$ cat src/rtl/if_fetch_pkg.sv
// Shared widths, reset default and FIFO payload type for the instruction-fetch stage.
//   InstAddrBus / InstBus : address and instruction word widths
//   RESET_PC_DEFAULT      : default first fetch address after reset
//   WORD_INC              : byte increment between consecutive instruction words
//   fetch_entry_t         : FIFO payload {instruction, address of instruction + 4}
package if_fetch_pkg;

    localparam int unsigned InstAddrBus = 32;
    localparam int unsigned InstBus     = 32;

    localparam logic [InstAddrBus-1:0] RESET_PC_DEFAULT = 32'h0000_0000;
    localparam logic [InstAddrBus-1:0] WORD_INC         = 32'd4;

    typedef struct packed {
        logic [InstBus-1:0]     inst;
        logic [InstAddrBus-1:0] pc4;
    } fetch_entry_t;

    localparam int unsigned EntryW = $bits(fetch_entry_t);

endpackage

$ cat src/rtl/if_fetch_if.sv
// Bundle of the fetch stage's instruction-memory, redirect and decode-side signals.
//   master : fetch stage (drives imem_req/imem_addr and the decode-facing if_* outputs)
//   slave  : environment (instruction memory + decode stage)
interface if_fetch_if;
    import if_fetch_pkg::*;

    logic                   imem_req;
    logic [InstAddrBus-1:0] imem_addr;
    logic                   imem_gnt;
    logic                   imem_rvalid;
    logic [InstBus-1:0]     imem_rdata;
    logic                   redirect_valid;
    logic [InstAddrBus-1:0] redirect_addr;
    logic                   if_valid;
    logic                   if_ready;
    logic [InstBus-1:0]     if_inst;
    logic [InstAddrBus-1:0] if_inst_addr;

    modport master (
        output imem_req, imem_addr, if_valid, if_inst, if_inst_addr,
        input  imem_gnt, imem_rvalid, imem_rdata, redirect_valid, redirect_addr, if_ready
    );

    modport slave (
        input  imem_req, imem_addr, if_valid, if_inst, if_inst_addr,
        output imem_gnt, imem_rvalid, imem_rdata, redirect_valid, redirect_addr, if_ready
    );

endinterface

$ cat src/rtl/if_fetch_fifo.sv
// if_fifo: small shift-register FIFO with the head always in slot 0.
// Ports:
//   clk, rst       : clock, asynchronous active-high reset
//   push, din      : write an entry at the tail (ignored when full)
//   pop            : remove the head (ignored when empty)
//   flush          : drop all entries (wins over push/pop)
//   trim           : keep only the head entry (wins over push/pop)
//   dout           : head entry; keeps its last value once the FIFO empties
//   count          : number of valid entries
module if_fifo #(
    parameter int unsigned DEPTH = 2,
    parameter int unsigned WIDTH = 64,
    localparam int unsigned CntW = $clog2(DEPTH + 1)
) (
    input  logic             clk,
    input  logic             rst,
    input  logic             push,
    input  logic [WIDTH-1:0] din,
    input  logic             pop,
    input  logic             flush,
    input  logic             trim,
    output logic [WIDTH-1:0] dout,
    output logic [CntW-1:0]  count
);

    logic [WIDTH-1:0] mem   [DEPTH];
    logic [WIDTH-1:0] mem_n [DEPTH];
    logic             pop_eff;
    logic             push_eff;
    logic [CntW-1:0]  wr_idx;

    assign pop_eff  = pop && (count != '0);
    assign wr_idx   = count - CntW'(pop_eff);
    assign push_eff = push && (32'(wr_idx) < DEPTH);
    assign dout     = mem[0];

    // Slots are only rewritten with valid data, so slot 0 holds the last head when empty.
    always_comb begin
        for (int unsigned i = 0; i < DEPTH; i++) begin
            mem_n[i] = mem[i];
        end
        if (pop_eff) begin
            for (int unsigned i = 0; i < DEPTH - 1; i++) begin
                if (i + 1 < 32'(count)) begin
                    mem_n[i] = mem[i + 1];
                end
            end
        end
        if (push_eff) begin
            for (int unsigned i = 0; i < DEPTH; i++) begin
                if (32'(wr_idx) == i) begin
                    mem_n[i] = din;
                end
            end
        end
    end

    always_ff @(posedge clk or posedge rst) begin
        if (rst) begin
            count <= '0;
            for (int unsigned i = 0; i < DEPTH; i++) begin
                mem[i] <= '0;
            end
        end else if (flush) begin
            count <= '0;
        end else if (trim) begin
            count <= (count != '0) ? CntW'(1) : '0;
        end else begin
            count <= wr_idx + CntW'(push_eff);
            for (int unsigned i = 0; i < DEPTH; i++) begin
                mem[i] <= mem_n[i];
            end
        end
    end

endmodule

$ cat src/rtl/if_fetch.sv
// if_fetch: instruction-fetch stage. Issues in-order word fetches from pc, buffers
// returned words with their address+4, and hands them to decode over valid/ready.
// A redirect from decode flushes younger instructions and drops stale in-flight fetches.
// Ports:
//   clk, rst : clock, asynchronous active-high reset
//   bus      : if_fetch_if.master -- imem_req/addr/gnt/rvalid/rdata,
//              redirect_valid/addr, if_valid/ready/inst/inst_addr
// Parameters: RESET_PC (first fetch address), DEPTH (buffer entries and fetch credit, >=2)
// Build option: BRANCH_DELAY_SLOT_EN -- a redirect keeps exactly one younger instruction
// (the delay slot) instead of flushing all of them.
module if_fetch
    import if_fetch_pkg::*;
#(
    parameter logic [InstAddrBus-1:0] RESET_PC = RESET_PC_DEFAULT,
    parameter int unsigned            DEPTH    = 2
) (
    input logic       clk,
    input logic       rst,
    if_fetch_if.master bus
);

    localparam int unsigned CntW = $clog2(DEPTH + 1);

    logic [InstAddrBus-1:0] pc, pc_n;
    logic [CntW-1:0]        drop, drop_n;
    logic [CntW-1:0]        occ;
    logic [CntW-1:0]        outst;
    logic                   fire;
    logic                   pop_raw;
    logic                   pop;
    logic                   push;
    logic                   resp_live;
    logic                   flush;
    logic                   trim;
    logic [InstAddrBus-1:0] redir_tgt;
    logic [InstAddrBus-1:0] aq_head;
    fetch_entry_t           push_entry;
    fetch_entry_t           head_entry;
    logic [EntryW-1:0]      head_raw;

    assign redir_tgt = bus.redirect_addr & ~32'd3;
    assign fire      = bus.imem_req & bus.imem_gnt;
    assign resp_live = bus.imem_rvalid && (drop == '0);
    assign pop_raw   = bus.if_valid & bus.if_ready;
    assign pop       = pop_raw & ~bus.redirect_valid;

    // Credit: buffered + in flight must stay below DEPTH once this cycle's pop leaves.
    assign bus.imem_req  = !rst && ((32'(occ) + 32'(outst)) < (DEPTH + 32'(pop_raw)));
    assign bus.imem_addr = pc;

    assign head_entry       = fetch_entry_t'(head_raw);
    assign bus.if_valid     = (occ != '0);
    assign bus.if_inst      = head_entry.inst;
    assign bus.if_inst_addr = head_entry.pc4;

    assign push_entry = '{inst: bus.imem_rdata, pc4: aq_head + WORD_INC};

    // Instruction buffer: {inst, pc+4} per entry.
    if_fifo #(.DEPTH(DEPTH), .WIDTH(EntryW)) u_inst_fifo (
        .clk   (clk),
        .rst   (rst),
        .push  (push),
        .din   (EntryW'(push_entry)),
        .pop   (pop),
        .flush (flush),
        .trim  (trim),
        .dout  (head_raw),
        .count (occ)
    );

    // Address of every granted request, retired in order by responses (dropped or not).
    if_fifo #(.DEPTH(DEPTH), .WIDTH(InstAddrBus)) u_addr_fifo (
        .clk   (clk),
        .rst   (rst),
        .push  (fire),
        .din   (pc),
        .pop   (bus.imem_rvalid),
        .flush (1'b0),
        .trim  (1'b0),
        .dout  (aq_head),
        .count (outst)
    );

`ifdef BRANCH_DELAY_SLOT_EN
    logic                   pend, pend_n;
    logic [InstAddrBus-1:0] pend_addr, pend_addr_n;
    logic [CntW-1:0]        tail, tail_n;
    logic [CntW-1:0]        drop_left;
    logic [CntW-1:0]        live_left;

    // Next pc / drop bookkeeping; the delay slot is the buffered head, else the next
    // live response, else a fresh fetch of pc with the target parked in pend_addr.
    always_comb begin
        pc_n        = pc;
        drop_n      = drop;
        tail_n      = tail;
        pend_n      = pend;
        pend_addr_n = pend_addr;
        push        = resp_live;
        flush       = 1'b0;
        trim        = 1'b0;
        drop_left   = drop - CntW'(bus.imem_rvalid && (drop != '0));
        live_left   = outst + CntW'(fire) - CntW'(bus.imem_rvalid) - drop_left;

        if (bus.imem_rvalid && (drop != '0)) begin
            drop_n = drop_left;
        end
        // Kept delay slot has arrived: everything queued behind it is stale.
        if (resp_live && (tail != '0)) begin
            drop_n = tail;
            tail_n = '0;
        end
        if (fire) begin
            pc_n   = pend ? pend_addr : pc + WORD_INC;
            pend_n = 1'b0;
        end

        if (bus.redirect_valid) begin
            tail_n = '0;
            pend_n = 1'b0;
            if (occ != '0) begin
                trim   = 1'b1;
                push   = 1'b0;
                drop_n = outst + CntW'(fire) - CntW'(bus.imem_rvalid);
                pc_n   = redir_tgt;
            end else if (resp_live) begin
                drop_n = outst + CntW'(fire) - CntW'(bus.imem_rvalid);
                pc_n   = redir_tgt;
            end else if (live_left != '0) begin
                drop_n = drop_left;
                tail_n = live_left - CntW'(1);
                pc_n   = redir_tgt;
            end else begin
                pend_n      = 1'b1;
                pend_addr_n = redir_tgt;
                drop_n      = drop_left;
                pc_n        = pc;
            end
        end
    end

    always_ff @(posedge clk or posedge rst) begin
        if (rst) begin
            pend      <= 1'b0;
            pend_addr <= '0;
            tail      <= '0;
        end else begin
            pend      <= pend_n;
            pend_addr <= pend_addr_n;
            tail      <= tail_n;
        end
    end
`else
    // Next pc / drop bookkeeping; a redirect discards every younger instruction.
    always_comb begin
        pc_n   = pc;
        drop_n = drop;
        push   = resp_live;
        flush  = 1'b0;
        trim   = 1'b0;

        if (bus.imem_rvalid && (drop != '0)) begin
            drop_n = drop - CntW'(1);
        end
        if (fire) begin
            pc_n = pc + WORD_INC;
        end

        if (bus.redirect_valid) begin
            flush  = 1'b1;
            push   = 1'b0;
            drop_n = outst + CntW'(fire) - CntW'(bus.imem_rvalid);
            pc_n   = redir_tgt;
        end
    end
`endif

    always_ff @(posedge clk or posedge rst) begin
        if (rst) begin
            pc   <= RESET_PC;
            drop <= '0;
        end else begin
            pc   <= pc_n;
            drop <= drop_n;
        end
    end

endmodule
$ cat src/flat_wrapper.sv
// flat-port wrapper written by rule: the top's interface ports become plain ports
module if_fetch_flat import if_fetch_pkg::*;
#(
    parameter logic [InstAddrBus-1:0] RESET_PC = RESET_PC_DEFAULT,
    parameter int unsigned            DEPTH    = 2
)
  (clk, rst, bus_imem_req, bus_imem_addr, bus_if_valid, bus_if_inst, bus_if_inst_addr, bus_imem_gnt, bus_imem_rvalid, bus_imem_rdata, bus_redirect_valid, bus_redirect_addr, bus_if_ready);
  if_fetch_if bus_i ();
  input logic clk;
  input logic rst;
  output wire logic [$bits(bus_i.imem_req)-1:0] bus_imem_req;
  output wire logic [$bits(bus_i.imem_addr)-1:0] bus_imem_addr;
  output wire logic [$bits(bus_i.if_valid)-1:0] bus_if_valid;
  output wire logic [$bits(bus_i.if_inst)-1:0] bus_if_inst;
  output wire logic [$bits(bus_i.if_inst_addr)-1:0] bus_if_inst_addr;
  input wire logic [$bits(bus_i.imem_gnt)-1:0] bus_imem_gnt;
  input wire logic [$bits(bus_i.imem_rvalid)-1:0] bus_imem_rvalid;
  input wire logic [$bits(bus_i.imem_rdata)-1:0] bus_imem_rdata;
  input wire logic [$bits(bus_i.redirect_valid)-1:0] bus_redirect_valid;
  input wire logic [$bits(bus_i.redirect_addr)-1:0] bus_redirect_addr;
  input wire logic [$bits(bus_i.if_ready)-1:0] bus_if_ready;
  assign bus_imem_req = bus_i.imem_req;
  assign bus_imem_addr = bus_i.imem_addr;
  assign bus_if_valid = bus_i.if_valid;
  assign bus_if_inst = bus_i.if_inst;
  assign bus_if_inst_addr = bus_i.if_inst_addr;
  assign bus_i.imem_gnt = bus_imem_gnt;
  assign bus_i.imem_rvalid = bus_imem_rvalid;
  assign bus_i.imem_rdata = bus_imem_rdata;
  assign bus_i.redirect_valid = bus_redirect_valid;
  assign bus_i.redirect_addr = bus_redirect_addr;
  assign bus_i.if_ready = bus_if_ready;
  if_fetch #(.RESET_PC(RESET_PC), .DEPTH(DEPTH)) u_core (.clk(clk), .rst(rst), .bus(bus_i));
endmodule
$ cat config.mk
export PLATFORM = sky130hd
export DESIGN_NAME = if_fetch_flat
export DESIGN_NICKNAME = d
export VERILOG_FILES = /design/src/rtl/if_fetch_pkg.sv /design/src/rtl/if_fetch_if.sv /design/src/rtl/if_fetch_fifo.sv /design/src/rtl/if_fetch.sv /design/src/flat_wrapper.sv
export SDC_FILE = /design/constraint.sdc
export NUM_CORES = 1
export LEC_CHECK = 0
export ABC_CLOCK_PERIOD_IN_PS = 17350
export BUFFER_PORTS_ARGS = -buffer_cell sky130_fd_sc_hd__buf_2
export CORE_ASPECT_RATIO = 0.7
export CORE_UTILIZATION = 25
export DETAILED_ROUTE_END_ITERATION = 10
export GPL_TIMING_DRIVEN = 0
export PLACE_DENSITY = 0.53
export SETUP_SLACK_MARGIN = 0.3
export SLEW_MARGIN = 10
export SYNTH_ARGS = -nofsm -noshare
export SYNTH_HDL_FRONTEND = slang
export SYNTH_SLANG_ARGS = --single-unit
$ cat constraint.sdc
create_clock -name clk -period 17.35 [get_ports clk]
set_input_delay 0.8675 -clock clk [delete_from_list [all_inputs] [get_ports clk]]
set_output_delay 0.8675 -clock clk [all_outputs]
set_load 0.05 [all_outputs]
== Word level (Yosys, flattened, before mapping) ==
Index checks and enable logic that the tools add are counted.

* Input port bits: 70
* Flip-flop bits (word level): 230
* Output and inout port bits: 98
* Logic and storage cells: 66

* Mux-type cells: 17
* Eq/ne operators: 2
* Reduce and logical (&&, ||, !) cells: 18
* Magnitude comparators: 5
* Bitwise logic cells: 5
* $add $sub $neg: 11

{| class="wikitable"
|+ Operators by type and width
! kind !! number
|-
| $mux 64 || 5
|-
| $mux 32 || 6
|-
| $mux 128 || 1
|-
| $add 32x3->32 const B || 2
|-
| $lt 32x32->1 || 1
|-
| $reduce_bool 2->1 || 5
|-
| $logic_and 1x1->1 || 7
|-
| $add 2x1->2 || 3
|-
| $logic_not 2->1 || 3
|-
| $mux 2 || 3
|-
| $sub 2x1->2 || 3
|-
| $eq 2x1->1 const B || 2
|-
| $lt 1x2->1 const A || 2
|-
| $lt 2x2->1 const B || 2
|-
| $add 2x1->3 const A || 1
|-
| $add 2x2->3 || 1
|-
| $and 1x1->1 || 3
|-
| $reduce_and 3->1 || 1
|-
| $mux 1 || 2
|-
| $not 1->1 || 2
|-
| $reduce_and 2->1 || 1
|-
| $sub 2x1->2 const B || 1
|-
| $logic_not 1->1 || 1
|}

== Logic depth before layout (Yosys ltp) ==
Gate-level depths: netlist of the first run.

* Depth after elaboration: 9
* Depth in mapped cells: 12

== Hierarchy ==
From an unflattened synthesis of the first run, not the netlist that was laid out.

* Cells, all modules: 1016
* Area, all modules: 11688.7 µm²

{| class="wikitable"
|+ Modules (own cells, without submodules)
! module !! instances !! cells an instance !! area an instance (µm²)
|-
| if_fifo at u_core.u_inst_fifo || 1 || 440 || 5928.2
|-
| if_fifo at u_core.u_addr_fifo || 1 || 266 || 3209.3
|-
| if_fetch || 1 || 310 || 2551.2
|}

== Worst setup path before layout of the first run ==
Ideal clock, no wire load.

* Kind: input to register
* Start point: in bus_redirect_valid
* End point: reg u_core.u_inst_fifo.mem[32] (netlist name)
* Stages: 11
* Path buffers: 6
* Data arrival time: 3.694 ns
* Path slack: 13.531 ns
* Cells stage by stage: clkbuf_1 -> clkbuf_1 -> clkbuf_1 -> buf_1 -> nor3_1 -> ha_1 -> xor2_1 -> nor4_1 -> clkbuf_1 -> buf_2 -> mux2_2

* Word-level cells in the longest chain between the ends: 7

{| class="wikitable"
|+ Ends and longest elaborated chain
! what !! line !! source
|-
| start, declared || flat_wrapper.sv:19 || <nowiki>input wire logic [$bits(bus_i.redirect_valid)-1:0] bus_redirect_valid;</nowiki>
|-
| $not 1->1 || if_fetch.sv:45 || <nowiki>assign pop = pop_raw & ~bus.redirect_valid;</nowiki>
|-
| $and 1x1->1 || if_fetch.sv:45 ||
|-
| $logic_and 1x1->1 || if_fetch_fifo.sv:32 || <nowiki>assign pop_eff = pop && (count != '0);</nowiki>
|-
| $sub 2x1->2 || if_fetch_fifo.sv:33 || <nowiki>assign wr_idx = count - CntW'(pop_eff);</nowiki>
|-
| $lt 2x2->1 || if_fetch_fifo.sv:34 || <nowiki>assign push_eff = push && (32'(wr_idx) < DEPTH);</nowiki>
|-
| $logic_and 1x1->1 || if_fetch_fifo.sv:34 ||
|-
| $reduce_and 3->1 (no line) (*) || n/a ||
|-
| end signal, assigned by index || if_fetch_fifo.sv:71 || <nowiki>mem[i] <= mem_n[i];</nowiki>
|-
| end, declared || if_fetch_fifo.sv:26 || <nowiki>logic [WIDTH-1:0] mem [DEPTH];</nowiki>
|}

Every way passes the cells marked *; elsewhere a longest branch is shown, timed or not.
A chain may end at the register's enable or synchronous reset.

== Final worst setup path of the first run ==
Ends and elaborated chain as after synthesis.

==> summary.txt, run 1 <==
Placed design
  • HPWL after DPL: 23,880 µm
  • Place WS: 11.27 ns
  • PortBufs: 162
  • Placed Area: 12,890 µm²
  • Final GP Congestion: 0.8180

Floorplanning
  • Starting Density: 0.2560
  • I/O pin count: 168
  • Chip height: 179.7 µm
  • Die footprint: 45,960 µm²
  • Die width: 255.8 µm
  • Cell Rows: 64
  • Core area: 44,040 µm²

STA
  • Max Clock Freq: 0.1890 GHz
  • Tmin final: 5.291 ns
  • Worst slew pin tran: 1.072 ns
  • Final setup violation count: 0
  • Final Hold Fails: 0
  • RSZ-0062 raised after global routing: no
  • Crit share post-route: 0.3050
  • Slew Limit Fails: 0
  • Max Clock Skew: 0.01190 ns
  • Setup ws final: 12.06 ns
  • Slew HR: 0.2819
  • Setup TNS Final: 0 ns
  • Worst hold slack: 0.3898 ns

Global routing
  • Largest net degree at the start of global routing: 96
  • GRT busiest layer: met1
  • Met3 Track Usage GR: 0.02524
  • M1 GR Usage: 0.2196
  • First-pass GRT wire length: 50,690 µm
  • Global-route met2 utilization: 0.1996
  • Total track usage: 0.1399
  • GRT overflow: 0
  • Antenna violations before repair: 3
  • Number of global-route vias before repair: 8,609

Yosys
  • Post-synthesis mux area share: 0.1253
  • Syn Area/Cell: 10.36 µm²
  • Compound-Gate Fraction of Synth Area: 0.08945
  • Asr flop ratio synth: 1.000
  • Top-count cell post-synth: dfrtp_1
  • Leading area contributor after synthesis: dfrtp_1
  • Adder-Cell Fraction of Synth Area: 0.01287
  • Synth top cells by count: dfrtp_1 (226), mux2_2 (121), nand2_1 (119), o21ai_0 (94), buf_4 (66)
  • Register area share after synthesis: 0.5016
  • Area share of the largest cell type after synthesis: 0.5016
  • Largest family of logic cells by synthesized area: simple AND/OR/NAND/NOR gates
  • Post-synth EDFFs: 0
  • Synth Warn #: 0
  • Synth area leaders: dfrtp_1 (50%), mux2_2 (12%), buf_4 (4.4%), o21ai_0 (4.2%), nand2_1 (4.0%)
  • Top_reg_cell synth: dfrtp_1
  • Synth Area in XOR/XNOR: 0.03962
  • Seq cells post-synth: 226
  • Post-synthesis simple-gate area fraction: 0.1592
  • Post-synthesis cell area: 11,270 µm²
  • Cells after Synth: 1,088
  • Netlist cell types: 47

Clocking
  • H-tree lvl count: 1
  • Clock Tree Root: clkbuf_16
  • Clock-pin slew on the worst setup and hold paths: 0.06 ns
  • Clk sinks: 226
  • CTS tree: done
  • Post-CTS setup buffers: 0
  • Worst-Skew Late Latency: 0.52 ns
  • PostCTS Resize Cnt: 0
  • CTS max path bufs: 3
  • TritonCTS Buffers: 24
  • Hold-fix buffers, CTS: 0

Routing
  • DR WL/cell: 17.03 µm
  • Routed Wire Length: 32,190 µm
  • Initial DRT Pass Iterations: 5
  • Antenna Nets Post-Route: 0
  • Routed vias/inst: 4.641
  • Total number of vias: 8,771
  • Drt initial violations: 658
  • Post-route DRC: 0

Power and ir drop
  • Clock share of power: 0.223
  • Switching pwr: 951.7 µW
  • PD cells: 175.2 nW/µm²
  • Logic gate share of total power: 0.404
  • Sequential share of power: 0.373
  • Leak Pwr: 0.006090 µW
  • Pint: 1454 µW
  • Design Power: 2406 µW
  • Sw Share: 0.3956
  • Peak VDD IR: 0.07393 mV

Final layout
  • Fillcell total: 4,601
  • P&R area growth vs syn: 21.80%
  • Final Cell Area: 13,730 µm²
  • Ant diodes: 0
  • Final net count: 1,360
  • Layout cells sized above 1: 0.3171

Setup path
  • Reg-to-reg endpoint: u_core.u_inst_fifo.mem[32]
  • WP data required: 17.76 ns
  • Arr. time, crit path: 5.70 ns
  • Cells on worst reg2reg path: 8
  • CP Class: input port to flip-flop
  • Crit path launch type: input port
  • Max FO, Critical Path: 10
  • R2R setup slack: 13.96 ns
  • Reg-to-reg critical path startpoint: u_core.u_inst_fifo.count[1]
  • CP Capture Type: flip-flop

Outcome
  • Status: complete, no violations

Hold path
  • Worst min-delay path class: input port to async pin

Job
  • Max Cap Viol: 0
==> area by class of cell <==
type / count / area (µm²) / share of cell area
plain buffers: 130 / 758.2 / 0.05522
clock buffers: 32 / 691.9 / 0.05039
repair buffers: 164 / 865.8 / 0.06305
multi-input cells: 720 / 4831 / 0.3518
flip-flops and latches: 226 / 5655 / 0.4118
clock inverters: 11 / 130.1 / 0.009476
inverters: 13 / 56.30 / 0.004100
well taps: 594 / 743.2 / 0.05412
==> worst max path at each step <==
stage / from / to / slack [ns] / depth (start not counted)
2_1_floorplan: rst / u_core.bus.imem_addr[10] / 10.29 / 1
3_3_place_gp: rst / u_core.u_inst_fifo.dout[46] / 7.33 / 2
3_5_place_dp: bus_redirect_valid / u_core.u_inst_fifo.mem[32] / 11.27 / 11
4_1_cts: bus_redirect_valid / u_core.u_inst_fifo.mem[32] / 11.81 / 11
5_1_grt: bus_redirect_valid / u_core.u_inst_fifo.mem[23] / 11.82 / 12
6_report: bus_redirect_valid / u_core.u_inst_fifo.mem[32] / 12.06 / 11
==> placed cells by master, fill, tap and decap left out, types with 2 or more instances in the layout <==
cell	count
mux2i_1	5
ha_1	10
clkbuf_1	53
clkbuf_16	25
inv_1	12
clkbuf_8	4
bufinv_16	3
or3_1	41
nor2b_1	5
buf_4	66
nor4_1	13
nor2_1	46
a211oi_1	6
and4_1	9
nand4_1	18
buf_2	173
xnor2_1	29
nand2_1	119
a21oi_1	52
and3_1	25
nand2b_1	11
buf_16	2
a31oi_1	3
or4_1	3
clkinv_2	8
o21a_1	2
a311o_1	2
o211ai_1	8
nand3_1	25
o21ai_0	94
xor2_1	22
dfrtp_1	226
nor3_1	10
o31a_1	11
mux2_2	121
nor3b_1	2
conb_1	2
nor4_2	2
and2_1	13
==> sequential cells by signal, indices dropped and copies added, names as in the netlist <==
signal and flops:
u_core.bus.imem_addr 30, u_core.u_addr_fifo.count 2, u_core.u_inst_fifo.count 2, u_core.u_addr_fifo.mem 30
u_core.drop 2, u_core.u_inst_fifo.dout 64, u_core.u_addr_fifo.dout 32, u_core.u_inst_fifo.mem 64
==> routing by layer <==
layer / wire length, µm / vias to the layer above
li1: - / 4129
met1: 16580 / 4314
met2: 13070 / 301
met3: 2130 / 27
met4: 401 / 0
met5: 0 / -
==> stage by stage <==
step,utilization,cells
6_report,0.3118,1890
5_1_grt,0.3118,1890
4_1_cts,0.3114,1890
3_5_place_dp,0.2928,1847
3_3_place_gp,0.2914,1845
2_1_floorplan,-,1089
==> power by group through the flow <==
stage | clock [µW] | sequential (µW) | combinational, µW
6_report | 536 | 897 | 973
2_1_floorplan | 0 | 870 | 763
3_3_place_gp | 0 | 899 | 961
5_1_grt | 574 | 927 | 1050
3_5_place_dp | 0 | 906 | 978
4_1_cts | 553 | 898 | 982
==> critical path, cell delays in order <==
cell,delay [ns]
clkbuf_1,0.60
clkbuf_1,0.69
clkbuf_1,0.47
buf_1,0.52
nor3_1,0.12
ha_1,0.22
xor2_1,0.22
nor4_2,0.72
clkbuf_1,0.48
buf_2,0.38
mux2_2,0.38
==> logic make-up (layout without fill, tap and decap cells) <==
family / after synthesis / in the layout
xor gates and xnor gates: 51 / 51
adders and majority gates: 11 / 11
buffers and inverters: 143 / 350
AOI/OAI and AO/OA: 181 / 181
other: 1 / 2
muxes: 126 / 126
and+or+nand+nor: 349 / 349
DFF: 226 / 226
Power figures use the tool's default switching activity.
==> inputs of run 2 (changes only) <==
--- a/config.mk
+++ b/config.mk
@@ -5,13 +5,13 @@
 export SDC_FILE = /design/constraint.sdc
 export NUM_CORES = 1
 export LEC_CHECK = 0
-export ABC_CLOCK_PERIOD_IN_PS = 17350
+export ABC_CLOCK_PERIOD_IN_PS = 4350
 export BUFFER_PORTS_ARGS = -buffer_cell sky130_fd_sc_hd__buf_2
 export CORE_ASPECT_RATIO = 0.7
 export CORE_UTILIZATION = 25
 export DETAILED_ROUTE_END_ITERATION = 10
 export GPL_TIMING_DRIVEN = 0
-export PLACE_DENSITY = 0.53
+export PLACE_DENSITY = 0.55
 export SETUP_SLACK_MARGIN = 0.3
 export SLEW_MARGIN = 10
 export SYNTH_ARGS = -nofsm -noshare
==> constraint.sdc (replaced) <==
create_clock -name clk -period 4.35 [get_ports clk]
set_input_delay 0.2175 -clock clk [delete_from_list [all_inputs] [get_ports clk]]
set_output_delay 0.2175 -clock clk [all_outputs]
set_load 0.05 [all_outputs]
==> run 2 against run 1 <==
Sequential power grew to 4.0 times the previous value. Clock skew grew 0.0028 ns. Worst hold slack lost 0.33 ns. Sequential share of layout area shrank 2.0 points. Count of clock-buffer cells in the layout grew 5. Worst setup slack lost 11 ns. Critical endpoint is now u_core.u_inst_fifo.mem[3]. Final area grew 5.0%. Cell count grew 3.5%. Die area is the same. Critical path depth is the same. Via count grew 2.8%. Register-to-register slack lost 13 ns.
==> summary.txt, run 2 (synthesis results as in run 1) <==
Routing
  • Post-route DRC: 0 (unchanged)
  • Total number of vias: 9,014 (+2.8%)
  • Initial DRT Pass Iterations: 6 (+1)
  • DR WL/cell: 17.09 µm (+0.36%)
  • Met1 WL: 16,810 µm (+1.4%)
  • Routed vias/inst: 4.606 (-0.75%)
  • Routed Wire Length: 33,450 µm (+3.9%)
  • WL met3: 1948 µm (-8.5%)
  • Drt initial violations: 498 (-24%)
  • Antenna Nets Post-Route: 0 (unchanged)
  • Wire length on met2: 14,100 µm (+7.8%)
  • Top Layer Used: met4

Outcome
  • Status: complete, no violations

STA
  • Setup TNS Final: 0 ns (unchanged)
  • Crit share post-route: 0.8592
  • Max Clock Freq: 0.2675 GHz
  • Setup ws final: 0.6124 ns (-11.45 ns)
  • RSZ-0062 raised after global routing: no
  • Worst slew pin tran: 1.042 ns (-0.03018 ns)
  • Slew HR: 0.3021 (+0.02021)
  • Final setup violation count: 0 (unchanged)
  • Final Hold Fails: 0 (unchanged)
  • Max Clock Skew: 0.01465 ns (+0.002752 ns)
  • Tmin final: 3.738 ns
  • Slew Limit Fails: 0 (unchanged)

Clocking
  • CTS max path bufs: 3 (unchanged)
  • H-tree lvl count: 1 (unchanged)
  • Worst-Skew Late Latency: 0.54 ns (+0.02 ns)
  • Clock Tree Root: clkbuf_16
  • Post-CTS setup buffers: 0 (unchanged)
  • Clock-pin slew on the worst setup and hold paths: 0.06 ns (about the same)
  • Clk sinks: 226 (unchanged)
  • TritonCTS Buffers: 25 (+4.2%)
  • CTS tree: done

Power and ir drop
  • Sequential share of power: 0.370 (-0.003)
  • Peak VDD IR: 0.2861 mV (+290%)
  • Pint: 5799 µW (+300%)
  • Logic gate share of total power: 0.409 (+0.005)
  • PD cells: 670.1 nW/µm² (+280%)
  • Sw Share: 0.3998 (+0.004144)
  • Leak Pwr: 0.006365 µW (+4.5%)
  • Switching pwr: 3862 µW (+310%)
  • Clock share of power: 0.221 (-0.002)

Setup path
  • Worst setup path endpoint: u_core.u_inst_fifo.mem[3]
  • Cells on worst reg2reg path: 8 (unchanged)
  • Arr. time, crit path: 4.16 ns (-1.54 ns)
  • WP data required: 4.77 ns (-12.99 ns)
  • R2R setup slack: 1.31 ns (-12.65 ns)
  • Setup crit start: bus_redirect_valid
  • Crit path launch type: input port
  • CP Capture Type: flip-flop
  • Reg-to-reg endpoint: u_core.u_inst_fifo.mem[3]
  • Reg-to-reg critical path startpoint: u_core.u_inst_fifo.count[1]
  • Max FO, Critical Path: 10 (unchanged)
  • CP Class: input port to flip-flop

Placed design
  • Final GP Congestion: 0.8041 (-1.7%)
  • PortBufs: 162 (unchanged)
  • Place WS: -1.179 ns (-12.45 ns)
  • Dpl cells: 1,852 (+0.27%)
  • HPWL after DPL: 24,380 µm (+2.1%)
  • Placed Area: 12,980 µm² (+0.63%)

Floorplanning
  • Die width: 255.8 µm (unchanged)
  • Die footprint: 45,960 µm² (unchanged)
  • Chip height: 179.7 µm (unchanged)
  • I/O pin count: 168 (unchanged)
  • Starting Density: 0.2560 (unchanged)
  • Cell Rows: 64 (unchanged)
  • Core area: 44,040 µm² (unchanged)

Final layout
  • Ant diodes: 0 (unchanged)
  • Final net count: 1,427 (+4.9%)
  • Layout cells sized above 1: 0.3045 (-0.01265)
  • Final Cell Area: 14,420 µm² (+5.0%)
  • Most frequent cells in the layout: dfrtp_1 (226), buf_2 (173), mux2_2 (121)
  • Finished Core Util: 0.3273 (+0.01554)
  • P&R area growth vs syn: 27.87%
  • Post-Layout Cell Count: 1,957 (+3.5%)
  • Commonest non-fill, non-tap cell in the layout: dfrtp_1

Job
  • Max Cap Viol: 0 (unchanged)

Global routing
  • Antenna violations before repair: 1 (-2)
  • Largest net degree at the start of global routing: 37 (-61%)
  • Number of global-route vias before repair: 8,847 (+2.8%)
  • GRT overflow: 0 (unchanged)
  • First-pass GRT wire length: 52,610 µm (+3.8%)
  • Total track usage: 0.1449 (+0.005068)

Hold path
  • Worst min-delay path class: input port to flip-flop
  • Beginning of the worst hold path: bus_redirect_addr[22]
-- run 2: cell count changes in the layout (fill, tap and decap cells not counted), sizes merged --
| cell | change |
|---|---|
| clkinv | -5 |
| bufinv | -1 |
| clkbuf | +6 |
| buf | +4 |
| dlygate4sd3 | +61 |
| clkinvlp | +2 |
-- run 2: power groups by stage --
stage | clock [µW] | sequential [µW] | combinational [µW]
6_report | 2130 | 3580 | 3950
3_5_place_dp | 0 | 3610 | 3920
4_1_cts | 2180 | 3580 | 3990
5_1_grt | 2270 | 3700 | 4270
3_3_place_gp | 0 | 3580 | 3850
2_1_floorplan | 0 | 3470 | 3050
-- run 2: routing by layer --
layer / up-vias / track usage
li1: 4267 / -
met1: 4446 / 0.2177
met2: 264 / 0.2125
met3: 37 / 0.02989
met5: - / 0
met4: 0 / 0.02922
-- run 2: cell type report --
cell class / count / area, µm²
Buffer: 130 / 762.0
Clock buffer: 37 / 710.7
Clock inverter: 7 / 91.34
Fill cell: 4552 / 29630
Inverter: 13 / 52.55
Multi-Input combinational cell: 720 / 4840
Sequential cell: 226 / 5655
Tap cell: 594 / 743.2
Timing Repair Buffer: 230 / 1562
-- run 2: metrics by stage --
stage	hold WS, ns	power, µW
global placement	0.4278	7430
CTS	0.01206	9753
global route	0.03355	10240
finish	0.05663	9660
floorplan	0.3343	6516
detailed placement	0.2314	7536
-- run 2: worst min path at each step --
| stage | slack, ns | end | cells after the start |
|---|---|---|---|
| 3_5_place_dp | 0.23 | u_core.bus.imem_addr[2] | 2 |
| 2_1_floorplan | 0.33 | u_core.u_inst_fifo.dout[32] | 2 |
| 3_3_place_gp | 0.43 | u_core.bus.imem_addr[3] | 3 |
| 6_report | 0.06 | u_core.bus.imem_addr[22] | 3 |
| 4_1_cts | 0.01 | u_core.bus.imem_addr[22] | 3 |
| 5_1_grt | 0.03 | u_core.bus.imem_addr[22] | 3 |
-- run 2: worst max-delay path, stage by stage --
cell and delay (ns):
clkbuf_2 0.35, clkbuf_2 0.44, clkbuf_1 0.48, clkbuf_2 0.40
nor3_1 0.09, ha_1 0.20, xor2_1 0.22, nor4_4 0.48
clkbuf_1 0.48, buf_2 0.39, mux2_2 0.37
-- run 2: what timing repair did --
item                                   4_1_cts  5_1_grt
setup endpoints to repair                  118       30
gates resized for setup                      5        1
endpoints found under the hold margin      160        0
pin swaps                                    0        0
hold buffers                                61        0
